## src/rtl/uvmt_cv32e40s_sl_trigger_icount.sv

```systemverilog
// Shadow model of icount (tdata1 type 3) debug triggers: tracks per-channel counts,
// fires when a count reaches zero, holds pending until debug entry, flags count divergence.
module uvmt_cv32e40s_sl_trigger_icount #(
    parameter int unsigned NUM_TRIGGERS = 4,
    parameter int unsigned COUNT_LSB    = 10,
    parameter int unsigned COUNT_W      = 14,
    localparam int unsigned IDX_W       = (NUM_TRIGGERS > 1) ? $clog2(NUM_TRIGGERS) : 1
) (
    input  logic                                 clk_i,
    input  logic                                 rst_i,
    input  logic                                 rvfi_valid_i,
    input  logic                                 rvfi_dbg_mode_i,
    input  logic                                 rvfi_exception_i,
    input  logic                                 is_mmode_i,
    input  logic                                 is_umode_i,
    input  logic [NUM_TRIGGERS-1:0][31:0]        tdata1_array_i,
    input  logic                                 tdata1_wr_i,
    input  logic [IDX_W-1:0]                     tdata1_wr_idx_i,
    input  logic [31:0]                          tdata1_wr_data_i,
    output logic [NUM_TRIGGERS-1:0]              icount_fire_o,
    output logic [NUM_TRIGGERS-1:0]              icount_pending_o,
    output logic [NUM_TRIGGERS-1:0][COUNT_W-1:0] model_count_o,
    output logic [NUM_TRIGGERS-1:0]              count_mismatch_o
);

    localparam logic [3:0] TYPE_ICOUNT = 4'd3;

    typedef enum logic [1:0] {
        IDLE     = 2'd0,
        COUNTING = 2'd1,
        PENDING  = 2'd2
    } state_e;

    state_e             state_q [NUM_TRIGGERS];
    state_e             state_d [NUM_TRIGGERS];
    logic [COUNT_W-1:0] count_q [NUM_TRIGGERS];
    logic [COUNT_W-1:0] count_d [NUM_TRIGGERS];

    logic [NUM_TRIGGERS-1:0] armed;
    logic [NUM_TRIGGERS-1:0] qual;
    logic [NUM_TRIGGERS-1:0] wr_hit;
    logic [NUM_TRIGGERS-1:0] wr_hit_q;
    logic [NUM_TRIGGERS-1:0] dec;
    logic [NUM_TRIGGERS-1:0] mismatch_d;
    logic [NUM_TRIGGERS-1:0] mismatch_q;
    logic                    wr_is_icount;
    logic [COUNT_W-1:0]      wr_count;

    // Only the type, mode and count fields of tdata1 matter here.
    logic unused_tdata1_bits;
    assign unused_tdata1_bits = ^{tdata1_array_i, tdata1_wr_data_i};

    assign wr_is_icount = (tdata1_wr_data_i[31:28] == TYPE_ICOUNT);
    assign wr_count     = tdata1_wr_data_i[COUNT_LSB +: COUNT_W];

    // Per-channel qualification of this cycle's retirement and CSR write.
    always_comb begin : qualify
        for (int t = 0; t < NUM_TRIGGERS; t++) begin
            armed[t]  = (tdata1_array_i[t][31:28] == TYPE_ICOUNT) &&
                        ((tdata1_array_i[t][9] && is_mmode_i) ||
                         (tdata1_array_i[t][6] && is_umode_i));
            qual[t]   = rvfi_valid_i && !rvfi_dbg_mode_i && !rvfi_exception_i && armed[t];
            wr_hit[t] = tdata1_wr_i && (tdata1_wr_idx_i == IDX_W'(t));
            dec[t]    = (state_q[t] == COUNTING) && qual[t] && !wr_hit[t] &&
                        (count_q[t] != '0);
        end
    end

    always_ff @(posedge clk_i or posedge rst_i) begin : state_reg
        if (rst_i) begin
            for (int t = 0; t < NUM_TRIGGERS; t++) begin
                state_q[t] <= IDLE;
                count_q[t] <= '0;
            end
            mismatch_q <= '0;
            wr_hit_q   <= '0;
        end else begin
            for (int t = 0; t < NUM_TRIGGERS; t++) begin
                state_q[t] <= state_d[t];
                count_q[t] <= count_d[t];
            end
            mismatch_q <= mismatch_d;
            wr_hit_q   <= wr_hit;
        end
    end

    // A CSR write overrides any same-cycle decrement on its channel.
    always_comb begin : next_state
        for (int t = 0; t < NUM_TRIGGERS; t++) begin
            state_d[t]    = state_q[t];
            count_d[t]    = count_q[t];
            mismatch_d[t] = armed[t] && !wr_hit_q[t] &&
                            (count_q[t] != tdata1_array_i[t][COUNT_LSB +: COUNT_W]);
            if (wr_hit[t]) begin
                count_d[t] = wr_is_icount ? wr_count : '0;
                state_d[t] = (wr_is_icount && (wr_count != '0)) ? COUNTING : IDLE;
            end else begin
                case (state_q[t])
                    COUNTING: begin
                        if (dec[t]) begin
                            count_d[t] = count_q[t] - COUNT_W'(1);
                            if (count_q[t] == COUNT_W'(1)) begin
                                state_d[t] = PENDING;
                            end
                        end
                    end
                    PENDING: begin
                        if (rvfi_valid_i && rvfi_dbg_mode_i) begin
                            state_d[t] = IDLE;
                        end
                    end
                    default: begin
                        state_d[t] = state_q[t];
                    end
                endcase
            end
        end
    end

    always_comb begin : outputs
        for (int t = 0; t < NUM_TRIGGERS; t++) begin
            icount_fire_o[t]    = dec[t] && (count_q[t] == COUNT_W'(1));
            icount_pending_o[t] = (state_q[t] == PENDING);
            model_count_o[t]    = count_q[t];
        end
    end

    assign count_mismatch_o = mismatch_q;

endmodule

```

## config.mk

```make
export PLATFORM = sky130hd
export DESIGN_NAME = uvmt_cv32e40s_sl_trigger_icount
export DESIGN_NICKNAME = d
export VERILOG_FILES = /design/src/rtl/uvmt_cv32e40s_sl_trigger_icount.sv
export SDC_FILE = /design/constraint.sdc
export NUM_CORES = 1
export LEC_CHECK = 0
export BUFFER_PORTS_ARGS = -buffer_cell sky130_fd_sc_hd__buf_2
export CAP_MARGIN = 10
export CORE_MARGIN = 2
export CORE_UTILIZATION = 40
export DETAILED_ROUTE_END_ITERATION = 10
export PLACE_DENSITY = 0.78
export SLEW_MARGIN = 20
export SYNTH_ARGS = -nofsm -noshare
export SYNTH_HDL_FRONTEND = slang
export SYNTH_SLANG_ARGS = --single-unit
```

## constraint.sdc

```tcl
create_clock -name clk_i -period 2.4 [get_ports clk_i]
set_clock_uncertainty 0.05 [all_clocks]
set_input_delay 0.12 -clock clk_i [delete_from_list [all_inputs] [get_ports clk_i]]
set_output_delay 0.12 -clock clk_i [all_outputs]
set_load 0.05 [all_outputs]
```

==> results.py <==
metrics = {
    "power": {
        "p_per_area_mw_per_mm2": 554,
        "p_total_mw": 3.94,
        "p_leak_nw": 3.19,
        "vdd_drop_max_v": 0.000269,
    },
    "placement": {
        "port-buffer-count": 175,
        "hpwl_mm": 13.2,
        "gp_congestion": 0.938,
        "dp_slack_ps": 56.7,
        "placed_area_sq_mm": 0.00681,
        "dp.cells": 982,
    },
    "finish": {
        "antenna_cells": 0,
        "stdcell_count": 998,
        "final_area_sq_mm": 0.00711,
        "post-route-util_pct": 53.9,
        "syn_to_final_growth_pct": 32.3,
        "fillers": 1199,
        "drive_above_1_share_pct": 34.8,
        "fin_nets": 1000,
    },
    "synth": {
        "synthArstFlopShare_pct": 100,
        "synth_nets": 790,
        "syn_avg_cell_area_sq_um": 8.84,
        "yosys.cell_types.count": 63,
        "synth-seq-area-share_pct": 33.5,
        "muxShareOfSynthArea_pct": 1.75,
        "synth_edf_count": 0,
        "synthFlopType": "dfrtp_1",
        "synthSimpleGateAreaFrac_pct": 29.0,
        "syn_area_sq_mm": 0.00538,
        "synth_compound_area_share_pct": 13.8,
        "synth.area.top_cells": "dfrtp_1 34%, xnor2_1 11%, nand3_1 5.6%",
        "synth_top_area_cell": "dfrtp_1",
        "synth_fa_ha_area_share_pct": 2.79,
        "synth_seq_cells": 72,
        "yosys_warnings": 0,
        "syn_inst": 608,
        "synth_top_family_by_area": "simple AND/OR/NAND/NOR gates",
        "synth.top_cell.area_share_pct": 33.5,
        "synthXorXnorAreaFrac_pct": 15.0,
    },
    "setup_path": {
        "critical_path_required_ps": 2230,
        "cp_common_cell": "buf_4",
        "r2r-end": "model_count_o[22]$_DFFE_PP0P_",
        "path_max_fanout": 5,
        "cp.arrival_ps": 2120,
        "crit_chain": "nor4_2, buf_4, nand3_1, or4_4, inv_1, buf_4",
        "cpMaxStageDelayCell": "or4_4",
        "r2r-start": "model_count_o[16]$_DFFE_PP0P_",
        "worst-r2r-setup-slack_ps": 210,
        "path_class": "reg2out",
        "max_stage_delay_ps": 530,
        "critPathLaunchType": "flop",
        "reg2reg_depth": 5,
        "crit_family": "simple AND/OR/NAND/NOR gates",
        "path_buf_inv": 3,
        "end_kind": "primary output",
    },
    "floorplan": {
        "dieArea_sq_mm": 0.0144,
        "initial_utilization_pct": 40.8,
        "ios": 238,
        "dieWidth_um": 120,
        "die_height_um": 120,
        "core_sq_mm": 0.0132,
        "rows": 42,
    },
    "clock_network": {
        "cts-buffers-inserted": 9,
        "ctsHtreeMaxLevel": 3,
        "cts_tree": "built",
        "clock_sinks": 72,
        "clk_pin_slew_ps": 60,
        "clk_latency_ps": 330,
        "ctsRootBufferMaster": "clkbuf_16",
        "clockBufferDepth": 2,
    },
    "drt": {
        "drt_iter0_drc": 351,
        "post-route-drc-count": 0,
        "routedWlPerCell_um": 18.1,
        "vias": 5564,
        "routed_wl_mm": 18.0,
        "drtAntennaViolNets": 0,
        "via_per_inst": 5.58,
        "firstDrtPassIters": 5,
    },
    "timing": {
        "slew_headroom_pct": 65.2,
        "hold_violations": 0,
        "fin_ws_ps": 108,
        "maxSlewViolCount": 0,
        "setup_viol": 0,
        "rsz0062_at_grt": "no",
        "fin_tns_setup_ps": 0,
        "worstMarginPinSlew_ps": 518,
        "fmax_mhz": 436,
        "period_share_pct": 95.5,
        "hold_slack_ps": 44.9,
        "period_needed_ps": 2290,
    },
    "grt": {
        "grt_pass1_wl_mm": 28.2,
        "grt_usage_pct": 25.1,
        "grt_max_degree": 73,
        "overflow": 0,
        "grt_pass1_vias": 5438,
        "antenna_found_initial": 0,
    },
    "min_path": {
        "hold_depth": 3,
        "min-delay-start": "tdata1_wr_data_i[21]",
        "hp-class": "in2reg",
        "min_to": "model_count_o[25]$_DFFE_PP0P_",
    },
    "run": {
        "max-cap-violations": 0,
    },
    "run_status": {
        "outcome": "complete, no violations",
    },
}
## per-layer routing
| layer | GRT usage (%) | vias up | share of wire, % | wire, um |
|---|---|---|---|---|
| met5 | 0 | - | 0 | 0 |
| met4 | 8.82 | 0 | 2.5 | 451 |
| met3 | 4.23 | 29 | 6.3 | 1130 |
| met2 | 41.1 | 227 | 47 | 8560 |
| met1 | 33.5 | 2650 | 44 | 7890 |
| li1 | - | 2658 | - | - |
## cell usage after synthesis (all sizes together), types with 4 or more instances
master / number
nor3: 21
nor3b: 8
a2111oi: 7
nand2b: 5
nand3: 61
mux2i: 6
nor4b: 4
o21ai: 43
ha: 12
xor2: 22
nand3b: 6
a21oi: 28
nand4bb: 4
clkbuf: 27
dfrtp: 72
nor2: 24
xnor2: 70
and4: 4
buf: 7
inv: 21
nand2: 25
nor4: 36
a22oi: 4
nand4: 26
nor2b: 6
a31oi: 8
or2: 4
or4: 8
and3: 5
## area by class of cell
class / count / area [sq um] / area share (%)
clock buffer: 14 / 244 / 3.43
multi-input combinational: 480 / 3400 / 47.8
tap: 176 / 220 / 3.10
inverter: 22 / 82.6 / 1.16
sequential: 72 / 1810 / 25.5
timing repair buffer: 233 / 1350 / 18.9
clock inverter: 1 / 5.00 / 0.0704
## flip-flops by register name, indices dropped and copies added, names as in the netlist
signal / cells
model_count_o: 56
state_q: 8
count_mismatch_o: 4
wr_hit_q: 4
## where the power goes
part           leakage [nW]  switching [mW]  total (mW)  internal (mW)
Sequential            0.946           0.129        1.43           1.30
Clock                 0.121           0.499        1.19          0.695
Combinational          2.12           0.834        1.32          0.482
Total                  3.19            1.46        3.94           2.48
## worst reg2reg max path: stages (launching register included)
cell	delay, ps
dfrtp_2	400
nor3_2	240
or4b_1	500
or2_4	280
or4_1	470
a31oi_1	170
## worst max-delay path by stage
stage	start	to	depth (start not counted)
global route	model_count_o[16]$_DFFE_PP0P_	icount_fire_o[1]	5
CTS	model_count_o[50]$_DFFE_PP0P_	icount_fire_o[3]	6
floorplan	model_count_o[2]$_DFFE_PP0P_	icount_fire_o[0]	5
finish	model_count_o[50]$_DFFE_PP0P_	icount_fire_o[3]	6
global placement	rvfi_dbg_mode_i	icount_fire_o[3]	6
detailed placement	rvfi_dbg_mode_i	model_count_o[43]$_DFFE_PP0P_	7
## cell usage in the layout, fill, tap and decap left out, types with 9 or more instances in the layout
cell and instances:
nand4_1 26, nor2_1 23, ha_1 12, inv_1 19, nor4_1 31, buf_2 172
nor3_1 19, clkbuf_16 9, xor2_1 22, a21oi_1 28, nand2_1 25, buf_4 57
o21ai_0 36, nand3_1 60, dfrtp_1 64, xnor2_1 70
## logic make-up (layout without fill, tap and decap cells)
logic type | after synthesis | in the layout
compound gates | 107 | 107
xor+xnor | 92 | 92
fa+ha+maj | 12 | 12
buf+inv | 56 | 270
flops | 72 | 72
mux | 9 | 9
simple gates | 260 | 260
## timing repair
action | in CTS | in global routing
setup endpoints to repair | 1 | 6
setup buffers | 0 | 0
hold buffers | 1 | 0
resized for setup | 1 | 11
cloned | 0 | 0
endpoints found under the hold margin | 72 | 0
Note: power is estimated with default switching activity, not from simulation.
